[config.mk]
export PLATFORM = sky130hd
export DESIGN_NAME = alu_cmd_sequencer_flat
export DESIGN_NICKNAME = d
export VERILOG_FILES = /design/src/rtl/alu_pkg.sv /design/src/rtl/alu_cmd_sequencer_if.sv /design/src/rtl/alu_result_mux.sv /design/src/rtl/alu_cmd_sequencer.sv /design/src/flat_wrapper.sv
export SDC_FILE = /design/constraint.sdc
export NUM_CORES = 1
export LEC_CHECK = 0
export ABC_AREA = 1
export CORE_MARGIN = 1.5
export CORE_UTILIZATION = 28
export DETAILED_ROUTE_END_ITERATION = 16
export HOLD_SLACK_MARGIN = 0.1
export SLEW_MARGIN = 10
export SYNTH_ARGS = -nofsm -noshare
export SYNTH_HDL_FRONTEND = slang
export SYNTH_HIERARCHICAL = 1
export SYNTH_SLANG_ARGS = --single-unit
[constraint.sdc]
create_clock -name clk -period 2.6 [get_ports clk]
set_input_delay 0.65 -clock clk [delete_from_list [all_inputs] [get_ports clk]]
set_output_delay 0.65 -clock clk [all_outputs]
set_load 0.01 [all_outputs]
[src/rtl/alu_pkg.sv]
// Shared definitions for the ALU command sequencer: unit-select codes,
// ALU_FUN field positions and the sequencer FSM state encoding.
// Optional build macro used elsewhere in this slice: ALU_SEQ_CHECK_EN.
package alu_pkg;

  localparam logic [1:0] UNIT_ARITH = 2'b00;
  localparam logic [1:0] UNIT_LOGIC = 2'b01;
  localparam logic [1:0] UNIT_CMP   = 2'b10;
  localparam logic [1:0] UNIT_SHIFT = 2'b11;

  localparam int FUN_SEL_HI = 3;
  localparam int FUN_SEL_LO = 2;
  localparam int FUN_OP_HI  = 1;
  localparam int FUN_OP_LO  = 0;

  typedef enum logic [1:0] {
    IDLE = 2'd0,
    WAIT = 2'd1,
    RESP = 2'd2
  } seq_state_e;

  function automatic logic [1:0] fun_unit(input logic [3:0] fun);
    return fun[FUN_SEL_HI:FUN_SEL_LO];
  endfunction

endpackage

[src/rtl/alu_cmd_sequencer_if.sv]
// Bundle of command, response and ALU-side signals for alu_cmd_sequencer.
// slave = sequencer view, master = host plus ALU view.
// Optional macro ALU_SEQ_CHECK_EN adds the rsp_err signal.
interface alu_cmd_sequencer_if #(parameter int WIDTH = 16);

  logic               cmd_valid;
  logic               cmd_ready;
  logic [WIDTH-1:0]   cmd_a;
  logic [WIDTH-1:0]   cmd_b;
  logic [3:0]         cmd_fun;

  logic               rsp_valid;
  logic               rsp_ready;
  logic [2*WIDTH-1:0] rsp_data;
  logic [1:0]         rsp_unit;
`ifdef ALU_SEQ_CHECK_EN
  logic               rsp_err;
`endif

  logic [WIDTH-1:0]   alu_a;
  logic [WIDTH-1:0]   alu_b;
  logic [3:0]         alu_fun;

  logic [2*WIDTH-1:0] arith_out;
  logic               arith_flag;
  logic [WIDTH-1:0]   logic_out;
  logic               logic_flag;
  logic [WIDTH-1:0]   cmp_out;
  logic               cmp_flag;
  logic [WIDTH-1:0]   shift_out;
  logic               shift_flag;

  modport slave (
    input  cmd_valid, cmd_a, cmd_b, cmd_fun, rsp_ready,
    input  arith_out, arith_flag, logic_out, logic_flag,
    input  cmp_out, cmp_flag, shift_out, shift_flag,
`ifdef ALU_SEQ_CHECK_EN
    output rsp_err,
`endif
    output cmd_ready, rsp_valid, rsp_data, rsp_unit,
    output alu_a, alu_b, alu_fun
  );

  modport master (
    output cmd_valid, cmd_a, cmd_b, cmd_fun, rsp_ready,
    output arith_out, arith_flag, logic_out, logic_flag,
    output cmp_out, cmp_flag, shift_out, shift_flag,
`ifdef ALU_SEQ_CHECK_EN
    input  rsp_err,
`endif
    input  cmd_ready, rsp_valid, rsp_data, rsp_unit,
    input  alu_a, alu_b, alu_fun
  );

endinterface

[src/rtl/alu_result_mux.sv]
// Selects the ALU unit result named by fun[3:2] and widens it to 2*WIDTH.
// With ALU_SEQ_CHECK_EN defined, also flags an inconsistent unit flag set.
module alu_result_mux
  import alu_pkg::*;
#(
  parameter int WIDTH = 16
) (
  input  logic [3:0]         fun,
  input  logic [2*WIDTH-1:0] arith_out,
  input  logic [WIDTH-1:0]   logic_out,
  input  logic [WIDTH-1:0]   cmp_out,
  input  logic [WIDTH-1:0]   shift_out,
`ifdef ALU_SEQ_CHECK_EN
  input  logic               arith_flag,
  input  logic               logic_flag,
  input  logic               cmp_flag,
  input  logic               shift_flag,
  output logic               err,
`endif
  output logic [2*WIDTH-1:0] data,
  output logic [1:0]         unit
);

  // Result select; cmp codes are small unsigned values, others are signed.
  always_comb begin
    unit = fun_unit(fun);
    data = '0;
    case (unit)
      UNIT_ARITH: data = arith_out;
      UNIT_LOGIC: data = {{WIDTH{logic_out[WIDTH-1]}}, logic_out};
      UNIT_CMP:   data = {{WIDTH{1'b0}}, cmp_out};
      default:    data = {{WIDTH{shift_out[WIDTH-1]}}, shift_out};
    endcase
  end

`ifdef ALU_SEQ_CHECK_EN
  // Exactly the selected unit's flag must be set; anything else is an error.
  always_comb begin
    err = ({shift_flag, cmp_flag, logic_flag, arith_flag} != (4'b0001 << unit));
  end
`endif

endmodule

[src/rtl/alu_cmd_sequencer.sv]
// Issues one ALU operation at a time from a valid/ready command port,
// waits ALU_LAT cycles, and returns the widened unit result.
// Optional macro ALU_SEQ_CHECK_EN adds the registered rsp_err output.
module alu_cmd_sequencer
  import alu_pkg::*;
#(
  parameter int WIDTH   = 16,
  parameter int ALU_LAT = 1
) (
  input logic               clk,
  input logic               rst_n,
  alu_cmd_sequencer_if.slave bus
);

  localparam logic [2:0] LAT_TC = 3'(ALU_LAT);

  seq_state_e         state;
  logic [2:0]         cnt;
  logic [WIDTH-1:0]   alu_a_q;
  logic [WIDTH-1:0]   alu_b_q;
  logic [3:0]         alu_fun_q;
  logic               rsp_valid_q;
  logic [2*WIDTH-1:0] rsp_data_q;
  logic [1:0]         rsp_unit_q;
  logic [2*WIDTH-1:0] sel_data;
  logic [1:0]         sel_unit;
`ifdef ALU_SEQ_CHECK_EN
  logic               sel_err;
  logic               rsp_err_q;
`endif

  alu_result_mux #(.WIDTH(WIDTH)) u_mux (
    .fun        (alu_fun_q),
    .arith_out  (bus.arith_out),
    .logic_out  (bus.logic_out),
    .cmp_out    (bus.cmp_out),
    .shift_out  (bus.shift_out),
`ifdef ALU_SEQ_CHECK_EN
    .arith_flag (bus.arith_flag),
    .logic_flag (bus.logic_flag),
    .cmp_flag   (bus.cmp_flag),
    .shift_flag (bus.shift_flag),
    .err        (sel_err),
`endif
    .data       (sel_data),
    .unit       (sel_unit)
  );

  // Ready follows rsp_ready in RESP so a retire and a new accept share one edge.
  assign bus.cmd_ready = (state == IDLE) || ((state == RESP) && bus.rsp_ready);
  assign bus.rsp_valid = rsp_valid_q;
  assign bus.rsp_data  = rsp_data_q;
  assign bus.rsp_unit  = rsp_unit_q;
  assign bus.alu_a     = alu_a_q;
  assign bus.alu_b     = alu_b_q;
  assign bus.alu_fun   = alu_fun_q;
`ifdef ALU_SEQ_CHECK_EN
  assign bus.rsp_err   = rsp_err_q;
`endif

  // Sequencer FSM: accept, wait out the ALU latency, hold the response.
  always_ff @(posedge clk or negedge rst_n) begin
    if (!rst_n) begin
      state       <= IDLE;
      cnt         <= '0;
      alu_a_q     <= '0;
      alu_b_q     <= '0;
      alu_fun_q   <= '0;
      rsp_valid_q <= 1'b0;
      rsp_data_q  <= '0;
      rsp_unit_q  <= '0;
`ifdef ALU_SEQ_CHECK_EN
      rsp_err_q   <= 1'b0;
`endif
    end else begin
      case (state)
        IDLE: begin
          if (bus.cmd_valid) begin
            alu_a_q   <= bus.cmd_a;
            alu_b_q   <= bus.cmd_b;
            alu_fun_q <= bus.cmd_fun;
            cnt       <= '0;
            state     <= WAIT;
          end
        end
        WAIT: begin
          if (cnt == LAT_TC) begin
            rsp_data_q  <= sel_data;
            rsp_unit_q  <= sel_unit;
            rsp_valid_q <= 1'b1;
`ifdef ALU_SEQ_CHECK_EN
            rsp_err_q   <= sel_err;
`endif
            state       <= RESP;
          end else begin
            cnt <= cnt + 3'd1;
          end
        end
        RESP: begin
          if (bus.rsp_ready) begin
            rsp_valid_q <= 1'b0;
            if (bus.cmd_valid) begin
              alu_a_q   <= bus.cmd_a;
              alu_b_q   <= bus.cmd_b;
              alu_fun_q <= bus.cmd_fun;
              cnt       <= '0;
              state     <= WAIT;
            end else begin
              state <= IDLE;
            end
          end
        end
        default: state <= IDLE;
      endcase
    end
  end

endmodule

[src/flat_wrapper.sv]
// flat-port wrapper written by rule: the top's interface ports become plain ports
module alu_cmd_sequencer_flat import alu_pkg::*;
#(
  parameter int WIDTH   = 16,
  parameter int ALU_LAT = 1
)
  (clk, rst_n, bus_cmd_valid, bus_cmd_a, bus_cmd_b, bus_cmd_fun, bus_rsp_ready, bus_arith_out, bus_arith_flag, bus_logic_out, bus_logic_flag, bus_cmp_out, bus_cmp_flag, bus_shift_out, bus_shift_flag, bus_cmd_ready, bus_rsp_valid, bus_rsp_data, bus_rsp_unit, bus_alu_a, bus_alu_b, bus_alu_fun);
  alu_cmd_sequencer_if #(.WIDTH(WIDTH)) bus_i ();
  input logic clk;
  input logic rst_n;
  input wire logic [$bits(bus_i.cmd_valid)-1:0] bus_cmd_valid;
  input wire logic [$bits(bus_i.cmd_a)-1:0] bus_cmd_a;
  input wire logic [$bits(bus_i.cmd_b)-1:0] bus_cmd_b;
  input wire logic [$bits(bus_i.cmd_fun)-1:0] bus_cmd_fun;
  input wire logic [$bits(bus_i.rsp_ready)-1:0] bus_rsp_ready;
  input wire logic [$bits(bus_i.arith_out)-1:0] bus_arith_out;
  input wire logic [$bits(bus_i.arith_flag)-1:0] bus_arith_flag;
  input wire logic [$bits(bus_i.logic_out)-1:0] bus_logic_out;
  input wire logic [$bits(bus_i.logic_flag)-1:0] bus_logic_flag;
  input wire logic [$bits(bus_i.cmp_out)-1:0] bus_cmp_out;
  input wire logic [$bits(bus_i.cmp_flag)-1:0] bus_cmp_flag;
  input wire logic [$bits(bus_i.shift_out)-1:0] bus_shift_out;
  input wire logic [$bits(bus_i.shift_flag)-1:0] bus_shift_flag;
  output wire logic [$bits(bus_i.cmd_ready)-1:0] bus_cmd_ready;
  output wire logic [$bits(bus_i.rsp_valid)-1:0] bus_rsp_valid;
  output wire logic [$bits(bus_i.rsp_data)-1:0] bus_rsp_data;
  output wire logic [$bits(bus_i.rsp_unit)-1:0] bus_rsp_unit;
  output wire logic [$bits(bus_i.alu_a)-1:0] bus_alu_a;
  output wire logic [$bits(bus_i.alu_b)-1:0] bus_alu_b;
  output wire logic [$bits(bus_i.alu_fun)-1:0] bus_alu_fun;
  assign bus_i.cmd_valid = bus_cmd_valid;
  assign bus_i.cmd_a = bus_cmd_a;
  assign bus_i.cmd_b = bus_cmd_b;
  assign bus_i.cmd_fun = bus_cmd_fun;
  assign bus_i.rsp_ready = bus_rsp_ready;
  assign bus_i.arith_out = bus_arith_out;
  assign bus_i.arith_flag = bus_arith_flag;
  assign bus_i.logic_out = bus_logic_out;
  assign bus_i.logic_flag = bus_logic_flag;
  assign bus_i.cmp_out = bus_cmp_out;
  assign bus_i.cmp_flag = bus_cmp_flag;
  assign bus_i.shift_out = bus_shift_out;
  assign bus_i.shift_flag = bus_shift_flag;
  assign bus_cmd_ready = bus_i.cmd_ready;
  assign bus_rsp_valid = bus_i.rsp_valid;
  assign bus_rsp_data = bus_i.rsp_data;
  assign bus_rsp_unit = bus_i.rsp_unit;
  assign bus_alu_a = bus_i.alu_a;
  assign bus_alu_b = bus_i.alu_b;
  assign bus_alu_fun = bus_i.alu_fun;
  alu_cmd_sequencer #(.WIDTH(WIDTH), .ALU_LAT(ALU_LAT)) u_core (.clk(clk), .rst_n(rst_n), .bus(bus_i));
endmodule
==> flow_summary_export.csv, run 1 <==
group,metric,value,unit
outcome,status,"finished clean",
detailed_routing,vias,3888,
floorplan,fp.dieH,119,µm
clock_network,cts_buffers,9,
pwr,p_switching,2790,µW
pwr,vdd_drop_max,623,µV
floorplan,num_io_pins,196,
clock_network,cts.path.max_buffers,2,
detailed_routing,drt_iter0_markers,257,
finish,utilization,0.462,
pwr,power.share.sequential,0.299,
worst_setup_path,endpoint_kind,"primary output",
logic_synthesis,synth.most_common_cell,"nand2_1",
worst_setup_path,cp.required,1.95,ns
logic_synthesis,yosysSeqAreaShare,0.509,
sta,clock_skew,0.00957,ns
worst_setup_path,critPathArrivalTime,1.88,ns
grt,antenna_found_initial,0,
detailed_routing,detail_route.wl_per_cell,15.0,µm
run,maxCapViolations,0,
floorplan,rows,42,
clock_network,insertion_delay,0.33,ns
floorplan,initial_utilization,0.285,
pwr,p_comb_frac,0.506,
detailed_routing,first_pass_iters,4,
pwr,clock_power_share,0.195,
detailed_routing,detail-route-antenna-nets,0,
detailed_routing,via_per_inst,4.70,
pwr,power.density,1150,mW/mm²
logic_synthesis,async_flop_share,1.00,
logic_synthesis,synth-edff-count,0,
grt,grt.total_usage,0.179,
sta,fmax,0.395,GHz
pwr,switching_share,0.400,
clock_network,tritoncts,"yes",
sta,slew_violations,0,
logic_synthesis,ys_ff_latch,76,
logic_synthesis,syn_inst,472,
clock_network,clk_pin_slew,0.06,ns
sta,tns,0,ns
worst_setup_path,crit_path_frequent_cell,"clkdlybuf4s50_1",
finish,final_nets,774,
clock_network,cts-root-buf,"clkbuf_16",
worst_hold_path,hp-class,"in2async",
placement,port_buffers,191,
sta,timing.final.crit_share,0.973,
placement,hpwl,8500,µm
clock_network,cts_resized,0,
clock_network,cts.sink_count,76,
logic_synthesis,syn_avg_cell_area,7.92,µm²
worst_setup_path,slowest_stage,"clkdlybuf4s50_1",
detailed_routing,finalWirelength,12400,µm
finish,antenna_cells,0,
logic_synthesis,synthesis.area,0.00374,mm²
sta,final-setup-viol-count,0,
sta,rsz0062_at_grt,"no",
worst_setup_path,crit_type,"in2out",
placement,place_congestion,0.770,
clock_network,htree_levels,3,
floorplan,die_area,0.0141,mm²
logic_synthesis,synth_top_cell_by_area,"dfrtp_1",
logic_synthesis,synth_top_area_frac,0.509,
floorplan,core_area,0.0131,mm²
sta,worstMarginPinSlew,0.850,ns
worst_setup_path,cp_cell_sequence,"clkdlybuf4s50_1 > inv_1 > a21oi_4 > clkdlybuf4s50_1",
clock_network,cts_hold_buf,0,
logic_synthesis,synth_cell_type_count,22,
detailed_routing,drc_errors,0,
floorplan,fp.dieW,119,µm
finish,syn_to_final_growth,62.1,%
worst_setup_path,crit_path_start_kind,"primary input",
logic_synthesis,yosysWarnings,6,
finish,drive_gt1_frac,0.0598,
grt,grt_pass1_wl,20200,µm
logic_synthesis,synth_area_leaders,"dfrtp_1 51%, nand2_1 20%, nand3_1 16%",
clock_network,post_cts_buffers,0,
grt,grt_pass1_vias,4098,
logic_synthesis,synth_nets,598,
worst_setup_path,worstPathMaxFanout,2,
worst_setup_path,critPathMaxStageDelay,0.55,ns
pwr,internal_power,4180,µW
logic_synthesis,ys.flop_type,"dfrtp_1",
sta,period_needed,2.53,ns
logic_synthesis,synthTopCellsByCount,"196 x nand2_1, 121 x nand3_1, 76 x dfrtp_1",
grt,overflow,0,
pwr,leakage,0.00285,µW
grt,grt_max_degree,41,
sta,hold_viol,0,
sta,max_slew_margin,0.432,
[through the flow]
step / instances / hold WS [ns] / total power (µW) / setup WS, ns / instance area, µm²
after floorplan: 472 / 0.354 / 3980 / 0.809 / 3740
after global placement: 813 / 0.454 / 5570 / 0.0897 / 5740
after CTS: 828 / 0.331 / 7050 / 0.0661 / 6060
final: 828 / 0.308 / 6970 / 0.0693 / 6060
after global routing: 828 / 0.352 / 7500 / 0.0258 / 6060
after detailed placement: 813 / 0.460 / 5650 / 0.0705 / 5740
[final timing paths]
| path | startpoint | endpoint | slack, ns | cells past startpoint |
|---|---|---|---|---|
| setup reg to reg | u_core/bus.alu_fun[3]$_DFFE_PN0P_ | u_core/bus.rsp_data[11]$_DFFE_PN0P_ | 0.81 | 5 |
| hold / removal | rst_n | u_core/bus.alu_a[1]$_DFFE_PN0P_ | 0.31 | 1 |
| min in group clk | u_core/bus.rsp_data[9]$_DFFE_PN0P_ | u_core/bus.rsp_data[9]$_DFFE_PN0P_ | 0.47 | 2 |
| setup / recovery | bus_rsp_ready | bus_cmd_ready | 0.07 | 4 |
| max in group asynchronous | rst_n | u_core/bus.rsp_data[9]$_DFFE_PN0P_ | 1.62 | 2 |
| hold reg to reg | u_core/bus.rsp_data[9]$_DFFE_PN0P_ | u_core/bus.rsp_data[9]$_DFFE_PN0P_ | 0.47 | 2 |
[power by group through the flow]
stage / clock network (µW) / registers (µW) / logic, µW
final: 1360 / 2090 / 3530
after floorplan: 0 / 2280 / 1700
after global routing: 1450 / 2150 / 3900
after CTS: 1400 / 2090 / 3560
after detailed placement: 0 / 2090 / 3560
after global placement: 0 / 2080 / 3490
[critical path: cells and delay by family]
kind                   cells  cell delay [ns]
buffers and inverters      3             1.10
AO/OA/AOI/OAI              1             0.13
[cell type report]
type,count,area [µm²]
fillers,1300,7070
repair buffers,201,1980
flip-flops and latches,76,1900
multi-input cells,350,1590
clock buffers,10,239
well taps,176,220
clock inverters,5,85.1
inverters,10,40.0
[layer usage]
metal | wire length, µm | vias up | track usage | share of wire
met5 | 0 | - | 0 | 0
met4 | 95 | 0 | 0.0369 | 0.0076
met3 | 1190 | 8 | 0.0685 | 0.096
met2 | 5770 | 166 | 0.300 | 0.46
met1 | 5360 | 1817 | 0.220 | 0.43
li1 | - | 1897 | - | -
[cells in the final DEF (no fill, tap or decap)]
master,count
a21oi_4,1
clkdlybuf4s50_1,190
o21ai_0,2
ha_1,2
inv_2,4
dfrtp_1,76
nor3_1,1
inv_1,5
nand2_4,1
nand2_2,2
clkbuf_8,1
or2_0,2
nand3_2,2
nand3_1,121
nor2_1,2
nand2_1,196
nand4_1,16
inv_4,1
nor2_8,1
inv_6,1
clkbuf_16,9
nor2_4,1
bufinv_16,2
clkinvlp_4,1
buf_4,11
clkinv_4,1
[registers in the layout (all words and copies together), names as in the netlist]
name and cells:
u_core/bus.alu_a 16, u_core/state 2, u_core/bus.alu_b 16, u_core/bus.alu_fun 4, u_core/bus.rsp_unit 2, u_core/bus.rsp_data 32
u_core/cnt 3, u_core/bus.rsp_valid 1
[cells by family (layout without fill, tap and decap cells)]
group,Yosys count,after routing,synth area share
adder cells (fa/ha/maj),2,2,0.00669
flip-flops,76,76,0.509
AND/OR/NAND/NOR,345,345,0.412
buffers and inverters,46,226,0.0656
AO/OA/AOI/OAI,3,3,0.00703
Note: power is estimated with default switching activity, not from simulation.
==> run 2: changes to the inputs <==
==> constraint.sdc (replaced) <==
create_clock -name clk -period 2.9 [get_ports clk]
set_input_delay 0.725 -clock clk [delete_from_list [all_inputs] [get_ports clk]]
set_output_delay 0.725 -clock clk [all_outputs]
set_load 0.01 [all_outputs]
==> run 2 against run 1 <==
Clock skew shrank 0.0046 ns. Hold slack gained 0.16 ns. Worst setup slack gained 0.15 ns. Via count shrank 1.5%. Sequential cell count is the same. Largest cell class unchanged. Critical path depth is the same.
==> flow_summary_export.csv, run 2 (synthesis results as in run 1) <==
group,metric,value,unit
clock_network,cts_resized,0,
clock_network,cts.sink_count,76,
clock_network,clk_pin_slew,0.05,ns
sta,worstMarginPinSlew,0.968,ns
clock_network,cts_buffers,9,
worst_hold_path,hold_start,"u_core/bus.rsp_data[31]$_DFFE_PN0P_",
sta,tns,0,ns
clock_network,cts.path.max_buffers,2,
floorplan,fp.dieW,119,µm
sta,fmax,0.373,GHz
worst_setup_path,reg2reg_from,"u_core/bus.alu_fun[2]$_DFFE_PN0P_",
pwr,vdd_drop_max,409,µV
sta,hold_ws,0.467,ns
outcome,status,"finished clean",
floorplan,rows,42,
detailed_routing,vias,3831,
detailed_routing,drt_iter0_markers,209,
pwr,total_power,5980,µW
floorplan,initial_utilization,0.285,
worst_setup_path,crit_path_start_kind,"primary input",
sta,hold_viol,0,
worst_setup_path,crit_path_start,"bus_rsp_ready",
finish,final_cell_mix,"196 x nand2_1, 190 x clkdlybuf4s50_1, 121 x nand3_1",
finish,antenna_cells,0,
pwr,leakage,0.00280,µW
placement,place_congestion,0.762,
worst_setup_path,cp.required,2.17,ns
floorplan,die_area,0.0141,mm²
grt,grt_pass1_vias,3883,
grt,grt_max_degree,77,
detailed_routing,drc_errors,0,
detailed_routing,finalWirelength,12100,µm
worst_setup_path,slowest_stage,"clkdlybuf4s50_1",
floorplan,core_area,0.0131,mm²
worst_setup_path,rrSetupSlack,1.02,ns
worst_setup_path,reg2reg_to,"u_core/bus.rsp_data[11]$_DFFE_PN0P_",
finish,final_common_cell,"nand2_1",
grt,antenna_found_initial,0,
worst_setup_path,r2r_cells,6,
run,maxCapViolations,0,
worst_setup_path,critPathArrivalTime,1.96,ns
sta,clock_skew,0.00502,ns
worst_setup_path,cp_cell_sequence,"clkdlybuf4s50_1 > inv_1 > a21oi_4 > clkdlybuf4s50_1",
worst_hold_path,hp-class,"reg2reg",
grt,grt_pass1_wl,20000,µm
worst_setup_path,critPathMaxStageDelay,0.57,ns
sta,max_slew_margin,0.355,
finish,drive_gt1_frac,0.0495,
placement,hpwl,8020,µm
sta,timing.final.crit_share,0.925,
finish,largest_reg_flops,32,
clock_network,cts_hold_buf,0,
worst_setup_path,cp.buffers_inverters,3,
sta,period_needed,2.68,ns
clock_network,post_cts_buffers,0,
clock_network,htree_levels,3,
worst_setup_path,crit_type,"in2out",
clock_network,insertion_delay,0.32,ns
finish,final_nets,770,
worst_setup_path,cp.depth,4,
worst_setup_path,crit_path_frequent_cell,"clkdlybuf4s50_1",
sta,slew_violations,0,
finish,syn_to_final_growth,59.6,%
sta,final-setup-viol-count,0,
clock_network,tritoncts,"yes",
detailed_routing,first_pass_iters,4,
placement,port_buffers,191,
pwr,power.density,1000,mW/mm²
floorplan,num_io_pins,196,
worst_setup_path,endpoint_kind,"primary output",
detailed_routing,detail-route-antenna-nets,0,
detailed_routing,via_per_inst,4.65,
grt,overflow,0,
clock_network,cts-root-buf,"clkbuf_16",
grt,grt.total_usage,0.177,
worst_setup_path,worstPathMaxFanout,3,
worst_setup_path,crit_family,"buffers and inverters",
sta,rsz0062_at_grt,"no",
worst_setup_path,endpoint,"bus_cmd_ready",
detailed_routing,detail_route.wl_per_cell,14.8,µm
floorplan,fp.dieH,119,µm
==> run 2: layer usage <==
layer  track usage  wire (µm)  up-vias
met2         0.281       5540      162
met5             0          0        -
met3        0.0656       1210        9
met4        0.0474         97        0
met1         0.226       5300     1768
li1              -          -     1892
==> run 2: area by class of cell <==
type                    instances  area (µm²)
clock buffers                  12         246
inverters                      10        40.0
well taps                     176         220
flip-flops and latches         76        1900
multi-input cells             350        1590
clock inverters                 2        12.5
fillers                      1320        7170
repair buffers                197        1950
==> run 2: worst min path at each step <==
| stage | endpoint | cells past startpoint |
|---|---|---|
| CTS | u_core/bus.rsp_data[31]$_DFFE_PN0P_ | 2 |
| detailed placement | u_core/bus.rsp_data[31]$_DFFE_PN0P_ | 2 |
| global placement | u_core/bus.rsp_data[8]$_DFFE_PN0P_ | 2 |
| global route | u_core/bus.rsp_data[31]$_DFFE_PN0P_ | 2 |
| finish | u_core/bus.rsp_data[31]$_DFFE_PN0P_ | 2 |
| floorplan | u_core/bus.alu_a[0]$_DFFE_PN0P_ | 0 |
==> run 2: worst reg2reg max path, cell delays in order, from the launching register on <==
cell and delay [ns]:
dfrtp_1 0.38, buf_4 0.27, nor2_4 0.66, nand2_1 0.21
nand4_1 0.13, nand3_1 0.08, nand2_1 0.09
==> run 2: power breakdown <==
part           internal (µW)  leakage, µW  total (µW)  switching (µW)
Combinational           1410      0.00173        3150            1740
Sequential              1550     0.000950        1850             294
Clock                    592     0.000125         991             399
==> run 2: metrics by stage <==
step / cells / util / setup WS [ns] / instance area (µm²)
after detailed placement: 809 / 0.435 / 0.212 / 5710
after global routing: 823 / 0.454 / 0.160 / 5970
final: 823 / 0.454 / 0.219 / 5970
after global placement: 809 / 0.435 / 0.216 / 5710
after CTS: 823 / 0.454 / 0.205 / 5970
after floorplan: 472 / - / 0.959 / 3740
